`src/rtl/uart_rx_deser.sv`:
```
// ---------------------------------------------------------------------------
// uart_rx_deser
//   Receives 8N1 serial frames from the raw UART RX pin and passes each
//   byte to the register block through a one-entry valid/ready holding
//   register. It also reports framing errors and sticky overruns.
//
// Parameters
//   CLKS_PER_BIT  system clocks per bit period (at least 4)
//   HALF_BIT      clocks from start-edge detection to the start mid-point check
//
// Ports
//   clk        system clock, rising edge
//   rst        synchronous active-high reset
//   rx         raw asynchronous RX pin, idles high
//   rx_data    received byte, meaningful while rx_valid=1
//   rx_valid   holding register holds an unread byte
//   rx_ready   consumer accepts the byte (transfer when valid & ready)
//   frame_err  one-cycle pulse when a stop bit samples low
//   overrun    sticky: a completed byte was dropped because the holder was full
//   ovr_clr    one-cycle clear of overrun (a same-cycle set wins)
//   busy       receiver is in any state other than IDLE
// ---------------------------------------------------------------------------
module uart_rx_deser #(
    parameter int CLKS_PER_BIT = 104,
    parameter int HALF_BIT     = CLKS_PER_BIT / 2
) (
    input  logic       clk,
    input  logic       rst,
    input  logic       rx,
    output logic [7:0] rx_data,
    output logic       rx_valid,
    input  logic       rx_ready,
    output logic       frame_err,
    output logic       overrun,
    input  logic       ovr_clr,
    output logic       busy
);

    localparam int CNT_W = $clog2(CLKS_PER_BIT);
    localparam logic [CNT_W-1:0] CNT_LAST = CNT_W'(CLKS_PER_BIT - 1);
    localparam logic [CNT_W-1:0] CNT_HALF = CNT_W'(HALF_BIT - 1);

    typedef enum logic [2:0] {
        IDLE,
        START,
        DATA,
        STOP,
        BRK
    } state_t;

    state_t           state_q, state_d;
    logic [1:0]       sync_q, sync_d;
    logic [CNT_W-1:0] cnt_q, cnt_d;
    logic [2:0]       bit_idx_q, bit_idx_d;
    logic [7:0]       shift_q, shift_d;
    logic [7:0]       data_q, data_d;
    logic             valid_q, valid_d;
    logic             ferr_q, ferr_d;
    logic             ovr_q, ovr_d;
    logic             rx_s;

    // Two-flop synchroniser; only the second stage is used downstream.
    assign sync_d = {sync_q[0], rx};
    assign rx_s   = sync_q[1];

    always_comb begin
        state_d   = state_q;
        cnt_d     = cnt_q + CNT_W'(1);
        bit_idx_d = bit_idx_q;
        shift_d   = shift_q;
        data_d    = data_q;
        valid_d   = valid_q;
        ferr_d    = 1'b0;
        ovr_d     = ovr_q;

        if (valid_q && rx_ready) begin
            valid_d = 1'b0;
        end
        if (ovr_clr) begin
            ovr_d = 1'b0;
        end

        unique case (state_q)
            IDLE: begin
                if (!rx_s) begin
                    state_d = START;
                end
            end

            START: begin
                // A start bit that is no longer low at its mid-point is a
                // glitch: return quietly.
                if (cnt_q == CNT_HALF) begin
                    bit_idx_d = '0;
                    state_d   = rx_s ? IDLE : DATA;
                end
            end

            DATA: begin
                if (cnt_q == CNT_LAST) begin
                    shift_d = {rx_s, shift_q[7:1]};
                    if (bit_idx_q == 3'd7) begin
                        state_d = STOP;
                    end else begin
                        bit_idx_d = bit_idx_q + 3'd1;
                    end
                end
            end

            STOP: begin
                if (cnt_q == CNT_LAST) begin
                    if (rx_s) begin
                        state_d = IDLE;
                        // The slot is free if empty or being read this cycle;
                        // otherwise the held byte is kept and the new one lost.
                        if (!valid_q || rx_ready) begin
                            data_d  = shift_q;
                            valid_d = 1'b1;
                        end else begin
                            ovr_d = 1'b1;
                        end
                    end else begin
                        ferr_d  = 1'b1;
                        state_d = BRK;
                    end
                end
            end

            BRK: begin
                // Hold off until the line returns high so a stuck-low line
                // does not look like a stream of start bits.
                if (rx_s) begin
                    state_d = IDLE;
                end
            end

            default: begin
                state_d = IDLE;
            end
        endcase

        if (state_d != state_q) begin
            cnt_d = '0;
        end
    end

    always_ff @(posedge clk) begin
        if (rst) begin
            state_q   <= IDLE;
            sync_q    <= '1;
            cnt_q     <= '0;
            bit_idx_q <= '0;
            shift_q   <= '0;
            data_q    <= '0;
            valid_q   <= 1'b0;
            ferr_q    <= 1'b0;
            ovr_q     <= 1'b0;
        end else begin
            state_q   <= state_d;
            sync_q    <= sync_d;
            cnt_q     <= cnt_d;
            bit_idx_q <= bit_idx_d;
            shift_q   <= shift_d;
            data_q    <= data_d;
            valid_q   <= valid_d;
            ferr_q    <= ferr_d;
            ovr_q     <= ovr_d;
        end
    end

    assign rx_data   = data_q;
    assign rx_valid  = valid_q;
    assign frame_err = ferr_q;
    assign overrun   = ovr_q;
    assign busy      = (state_q != IDLE);

endmodule

```
`config.mk`:
```
export PLATFORM = sky130hd
export DESIGN_NAME = uart_rx_deser
export DESIGN_NICKNAME = d
export VERILOG_FILES = /design/src/rtl/uart_rx_deser.sv
export SDC_FILE = /design/constraint.sdc
export NUM_CORES = 1
export LEC_CHECK = 0
export BUFFER_PORTS_ARGS = -buffer_cell sky130_fd_sc_hd__clkbuf_2
export CORE_ASPECT_RATIO = 0.5
export CORE_UTILIZATION = 47
export CTS_CLUSTER_DIAMETER = 100
export DETAILED_ROUTE_END_ITERATION = 7
export PLACE_DENSITY = 0.66
export SLEW_MARGIN = 0
export SYNTH_ARGS = -nofsm -noshare
export SYNTH_HDL_FRONTEND = slang
export SYNTH_SLANG_ARGS = --single-unit
```
`constraint.sdc`:
```
create_clock -name clk -period 3.22 [get_ports clk]
set_input_delay 0.644 -clock clk [delete_from_list [all_inputs] [get_ports clk]]
set_output_delay 0.644 -clock clk [all_outputs]
set_load 0.02 [all_outputs]
```
==> metrics.md, run 1 <==
| Metric | Value |
|---|---|
| Hold crit path type | `reg -> reg` |
| XOR/XNOR share of the synthesized area | `3.602%` |
| Gate power share | `3.0%` |
| Drt first-iter violations | `55` |
| CP Capture Type | `register` |
| Mux contribution to synthesized area | `13.04%` |
| Cells after synthesis | `151` |
| HPWL Detailed | `1.717 mm` |
| Setup Skew | `2.993 ps` |
| CTS Hold Buffers Added | `0` |
| Seq pwr share | `55.4%` |
| Worst path buffer plus inverter count | `0` |
| Vias in the first global route | `889` |
| Initial antenna violation count | `0` |
| Ys flop type | `dfxtp_1` |
| Crit path cell chain | `ha_1 -> nand4b_2 -> nor4_4 -> mux2i_1 -> nor2_1` |
| Die H | `41.40 µm` |
| Period minus WS final | `2035 ps` |
| Via count | `1053` |
| Compound-gate portion of the synthesized area | `4.974%` |
| Peak VDD IR | `269.0 µV` |
| Largest family of logic cells by synthesized area | `simple AND/OR/NAND/NOR gates` |
| Total of max-cap violations | `0` |
| Port bufs | `16` |
| Final Cycle Share | `63.19%` |
| Post-route ant nets | `0` |
| Largest cells by area after synthesis | `dfxtp_1 47%, mux2i_1 13%, nor2_1 8.0%` |
| Post-Synth Adder-Cell Area | `2.573%` |
| Die ar. | `3344 µm²` |
| Worst-path maximum fanout | `8` |
| FF+latch count, synth | `34` |
| Placement-stage cell area | `1555 µm²` |
| CORE AREA | `2765 µm²` |
| Syn nets | `159` |
| Final Max Tran Viols | `0` |
| CTS Sinks | `34` |
| Top cell type's share of synthesized area | `46.66%` |
| Diodes inserted | `0` |
| Final Hold Viols | `0` |
| Power share of the clock group | `41.7%` |
| CTS clk-pin slew, worst paths | `70 ps` |
| Ys Warns | `0` |
| Async SR Flop Fraction | `0%` |
| Number of remaining DRC errors | `0` |
| Mapped Area | `1459 µm²` |
| Worst Path Required | `3380 ps` |
| # rows | `13` |
| Seq/Total Area, Yosys | `46.66%` |
| Largest net degree at the start of global routing | `25` |
| Cts bufs inserted | `5` |
| Synth area leader | `dfxtp_1` |
| Setup violators final | `0` |
| Via-to-Cell Ratio | `5.112` |
| Worst slew pin tran | `718.7 ps` |
| Most frequent cells in the layout | `34 x dfxtp_1, 31 x nor2_1, 19 x mux2i_1` |
| First-pass GRT wire length | `4.119 mm` |
| Starting Density | `52.76%` |
| Unrepaired setup endpoints after global routing | `no` |
| Max Freq | `491.5 MHz` |
| I/O Pins | `17` |
| P_int | `0.6062 mW` |
| Slowest stage delay, CP | `710 ps` |
| Inst Count DP | `198` |
| PwrDens | `472.1 nW/µm²` |
| Critical path type | `reg -> reg` |
| Post-route cell area | `1650 µm²` |
| Outcome | `complete, no violations` |
| Simple-gate share of the synthesized area | `26.33%` |
| Crit path max-delay cell type | `nor4_4` |
| Share of post-route cells with drive strength above 1 | `17.75%` |
| Total GRT Usage | `17.58%` |
| Max_slew headroom | `51.73%` |
| Detailed Route WL | `2.528 mm` |
| Worst Path Arrival | `2200 ps` |
| Total setup buffers inserted after CTS | `0` |
| Number of gates resized after CTS | `0` |
| CTS tree | `yes` |
| Leakage Power | `0.6296 nW` |
| Initial DRT Pass Iterations | `4` |
| H-Tree Depth | `2` |
| Die width | `80.79 µm` |
| Non-Filler Instances | `206` |
| Root buf cell | `clkbuf_8` |
| Avg WL per Cell | `12.27 µm` |
| Gp weighted congestion | `0.7742` |
| Avg Cell Area, Syn | `9.662 µm²` |
| Grt ovf | `0` |
| Nets | `176` |
| Final core occ | `59.68%` |
| CP delay by family, top | `simple AND/OR/NAND/NOR gates` |
| Psw | `0.1728 mW` |
| Final setup TNS | `0 ps` |
| Clock Path Buffers | `2` |
| Sw frac | `22.19%` |
| Most common cell after layout, fill and taps aside | `dfxtp_1` |
| Syn-to-layout area delta | `13.12%` |
| Post-synth EDFFs | `0` |
| Total chip power | `0.7791 mW` |
| Unique masters post-synth | `33` |
| CP Launch Type | `register` |
| Worst-Skew Late Latency | `280 ps` |
-- synth_stat cells (all sizes together) (2+ instances only) --
| library cell | count |
|---|---|
| xor2 | 2 |
| or2 | 2 |
| clkbuf | 4 |
| nor3 | 5 |
| nand2b | 4 |
| dfxtp | 34 |
| nand3b | 2 |
| nand3 | 5 |
| ha | 3 |
| nand4b | 2 |
| nand2 | 10 |
| nor4 | 2 |
| xnor2 | 4 |
| inv | 3 |
| mux2i | 19 |
| nor2 | 31 |
| or3 | 2 |
| and4b | 2 |
| buf | 2 |
-- stage by stage --
step	setup WS (ps)	hold slack, ps
floorplan	1425	389.5
global placement	1220	391.4
detailed placement	1179	396.8
CTS	1131	415.1
global route	1010	429.2
finish	1185	412.1
-- power groups by stage --
| stage | Combinational, mW | Clock [mW] | Sequential [mW] |
|---|---|---|---|
| after floorplan | 0.0199 | 0 | 0.438 |
| after global placement | 0.0233 | 0 | 0.441 |
| after detailed placement | 0.0235 | 0 | 0.441 |
| after CTS | 0.0237 | 0.333 | 0.431 |
| after global routing | 0.0269 | 0.353 | 0.432 |
| final | 0.0232 | 0.325 | 0.431 |
-- path summary, 6_finish.rpt --
check | startpoint | to | slack (ps) | cells after the start
min | sync_q[0]$_SDFF_PP1_ | sync_q[1]$_SDFF_PP1_ | 410 | 1
max | cnt_q[0]$_SDFF_PP0_ | rx_data[0]$_SDFFE_PP0P_ | 1190 | 5
max reg2reg | cnt_q[0]$_SDFF_PP0_ | rx_data[0]$_SDFFE_PP0P_ | 1190 | 5
min reg2reg | sync_q[0]$_SDFF_PP1_ | sync_q[1]$_SDFF_PP1_ | 410 | 1
-- layer usage --
metal	vias up	part of all wire (%)	track usage, %
met4	0	0.71	8.036
li1	550	-	-
met3	4	4.2	6.739
met1	483	52	22.24
met2	16	43	27.33
met5	-	0	0
-- layout make-up --
type                    instances  area [µm²]
well taps                      37       46.29
inverters                       3       11.26
flip-flops and latches         34       680.7
repair buffers                 16       80.08
fillers                       259        1115
clock inverters                 2       12.51
clock buffers                   6       82.58
multi-input cells             108       737.0
-- flip-flops by register name, summed over array words and instances (netlist names) --
register / cells
rx_valid: 1
frame_err: 1
cnt_q: 7
shift_q: 8
state_q: 3
rx_data: 8
bit_idx_q: 3
overrun: 1
sync_q: 2
-- logic make-up after synthesis --
kind of cell	Yosys count
and+or+nand+nor	71
DFF	34
muxes	19
AOI/OAI and AO/OA	9
buffers and inverters	9
xor gates and xnor gates	6
adders and majority gates	3
No activity file was read; power rests on OpenSTA's default activity.
==> run 2: changes to the inputs <==
==> constraint.sdc (replaced) <==
create_clock -name clk -period 2.1 [get_ports clk]
set_input_delay 0.42 -clock clk [delete_from_list [all_inputs] [get_ports clk]]
set_output_delay 0.42 -clock clk [all_outputs]
set_load 0.02 [all_outputs]
==> run 2 against run 1 <==
Register-to-register slack worse by 990 ps. Via count is 2.3% higher. Power is 86% higher. Worst setup slack worse by 990 ps. Critical path type unchanged. Largest cell class unchanged. Largest power group is now the clock network.
==> metrics.md, run 2 (synthesized netlist as in run 1, its figures left out) <==
| Metric | Value |
|---|---|
| Outcome | `complete, no violations` |
| Cts bufs inserted | `5` |
| Initial antenna violation count | `0` |
| CP Launch Type | `register` |
| Hold crit path type | `in -> reg` |
| Setup violators final | `0` |
| CP delay by family, top | `simple AND/OR/NAND/NOR gates` |
| Worst Setup SP | `cnt_q[0]$_SDFF_PP0_` |
| Leakage Power | `0.6743 nW` |
| Worst Path Required | `2270 ps` |
| Max Freq | `524.3 MHz` |
| Fillers | `252` |
| Final core occ | `62.49%` |
| Worst-path maximum fanout | `6` |
| Unrepaired setup endpoints after global routing | `no` |
| Critical path type | `reg -> reg` |
| Port bufs | `16` |
| Largest net degree at the start of global routing | `25` |
| Place WS | `184.2 ps` |
| Critical R2R Capture | `cnt_q[3]$_SDFF_PP0_` |
| Starting Density | `52.76%` |
| Die width | `80.79 µm` |
| H-Tree Depth | `2` |
| WHS Endpoint | `sync_q[0]$_SDFF_PP1_` |
| Number of remaining DRC errors | `0` |
| Setup Skew | `4.155 ps` |
| Number of gates resized after CTS | `0` |
| I/O Pins | `17` |
| Post-route ant nets | `0` |
| Most frequent cells in the layout | `34 x dfxtp_1, 31 x nor2_1, 19 x mux2i_1` |
| Crit path cell chain | `ha_1 -> nand3b_1 -> or4_1 -> o2111ai_2 -> nor2_1` |
| Avg WL per Cell | `12.27 µm` |
| Die H | `41.40 µm` |
| Final Max Tran Viols | `0` |
| CTS tree | `yes` |
| Max_slew headroom | `68.70%` |
| PwrDens | `839.2 nW/µm²` |
| R2R Path Start | `cnt_q[0]$_SDFF_PP0_` |
| CTS Hold Buffers Added | `0` |
| Final setup TNS | `0 ps` |
| Worst slew pin tran | `469.5 ps` |
| CTS clk-pin slew, worst paths | `70 ps` |
| Die ar. | `3344 µm²` |
| Syn-to-layout area delta | `18.44%` |
| Share of post-route cells with drive strength above 1 | `19.65%` |
| CORE AREA | `2765 µm²` |
| First-pass GRT wire length | `4.271 mm` |
| CTS Sinks | `34` |
| Grt ovf | `0` |
| Nets | `180` |
| Total of max-cap violations | `0` |
| Peak VDD IR | `631.1 µV` |
| Detailed Route WL | `2.577 mm` |
| Vias in the first global route | `915` |
| Via-to-Cell Ratio | `5.129` |
| Worst-Skew Late Latency | `280 ps` |
| Total setup buffers inserted after CTS | `0` |
| Worst path buffer plus inverter count | `0` |
| Total GRT Usage | `18.35%` |
| Flop2flop setup slack | `190 ps` |
| Final Cycle Share | `90.83%` |
| # rows | `13` |
| Slack of the critical path | `192.6 ps` |
| Worst Path Arrival | `2080 ps` |
| HPWL Detailed | `1.784 mm` |
| Drt first-iter violations | `48` |
| Via count | `1077` |
| Hold Crit Start | `rx` |
| Final Hold Viols | `0` |
| Root buf cell | `clkbuf_8` |
| R2R depth | `5` |
| Clock Path Buffers | `2` |
| Worst hold slack | `313.3 ps` |
| Period minus WS final | `1907 ps` |
| Crit path max-delay cell type | `or4_1` |
| Diodes inserted | `0` |
| Initial DRT Pass Iterations | `4` |
| Gp weighted congestion | `0.8235` |
| Slowest stage delay, CP | `600 ps` |
| Most common cell after layout, fill and taps aside | `dfxtp_1` |
| CP Capture Type | `register` |
| Hold path depth | `2` |
## run 2: power breakdown
| group | internal (mW) | switching, mW | total [mW] |
|---|---|---|---|
| sequential | 0.652 | 0.0101 | 0.662 |
| clock | 0.506 | 0.246 | 0.752 |
| combinational | 0.0139 | 0.0216 | 0.0355 |
## run 2: worst max-delay path by stage
stage                          endpoint  slack (ps)  cells after the start
global route        cnt_q[3]$_SDFF_PP0_          50                      5
detailed placement  cnt_q[5]$_SDFF_PP0_         180                      5
floorplan           cnt_q[3]$_SDFF_PP0_         300                      5
CTS                 cnt_q[5]$_SDFF_PP0_         170                      5
finish              cnt_q[3]$_SDFF_PP0_         190                      5
global placement    cnt_q[3]$_SDFF_PP0_         270                      5
## run 2: final cells by class
class / count / area, µm² / share of cell area, %
clock buffers: 6 / 82.58 / 4.779
clock inverters: 2 / 60.06 / 3.476
inverters: 3 / 11.26 / 0.6517
multi-input cells: 108 / 737.0 / 42.65
flip-flops and latches: 34 / 680.7 / 39.39
well taps: 37 / 46.29 / 2.679
repair buffers: 20 / 110.1 / 6.372
## run 2: routing by layer
metal  global-route usage (%)  wire, µm
met1                    24.80      1410
met2                    26.69      1027
met3                    7.174       110
met5                        0         0
met4                    6.696        29
## run 2: per-stage QoR
stage | std cells | area (µm²) | power (mW)
floorplan | 151 | 1459 | 0.7020
global route | 210 | 1728 | 1.499
global placement | 202 | 1585 | 0.7115
CTS | 210 | 1728 | 1.463
detailed placement | 202 | 1585 | 0.7125
finish | 210 | 1728 | 1.450
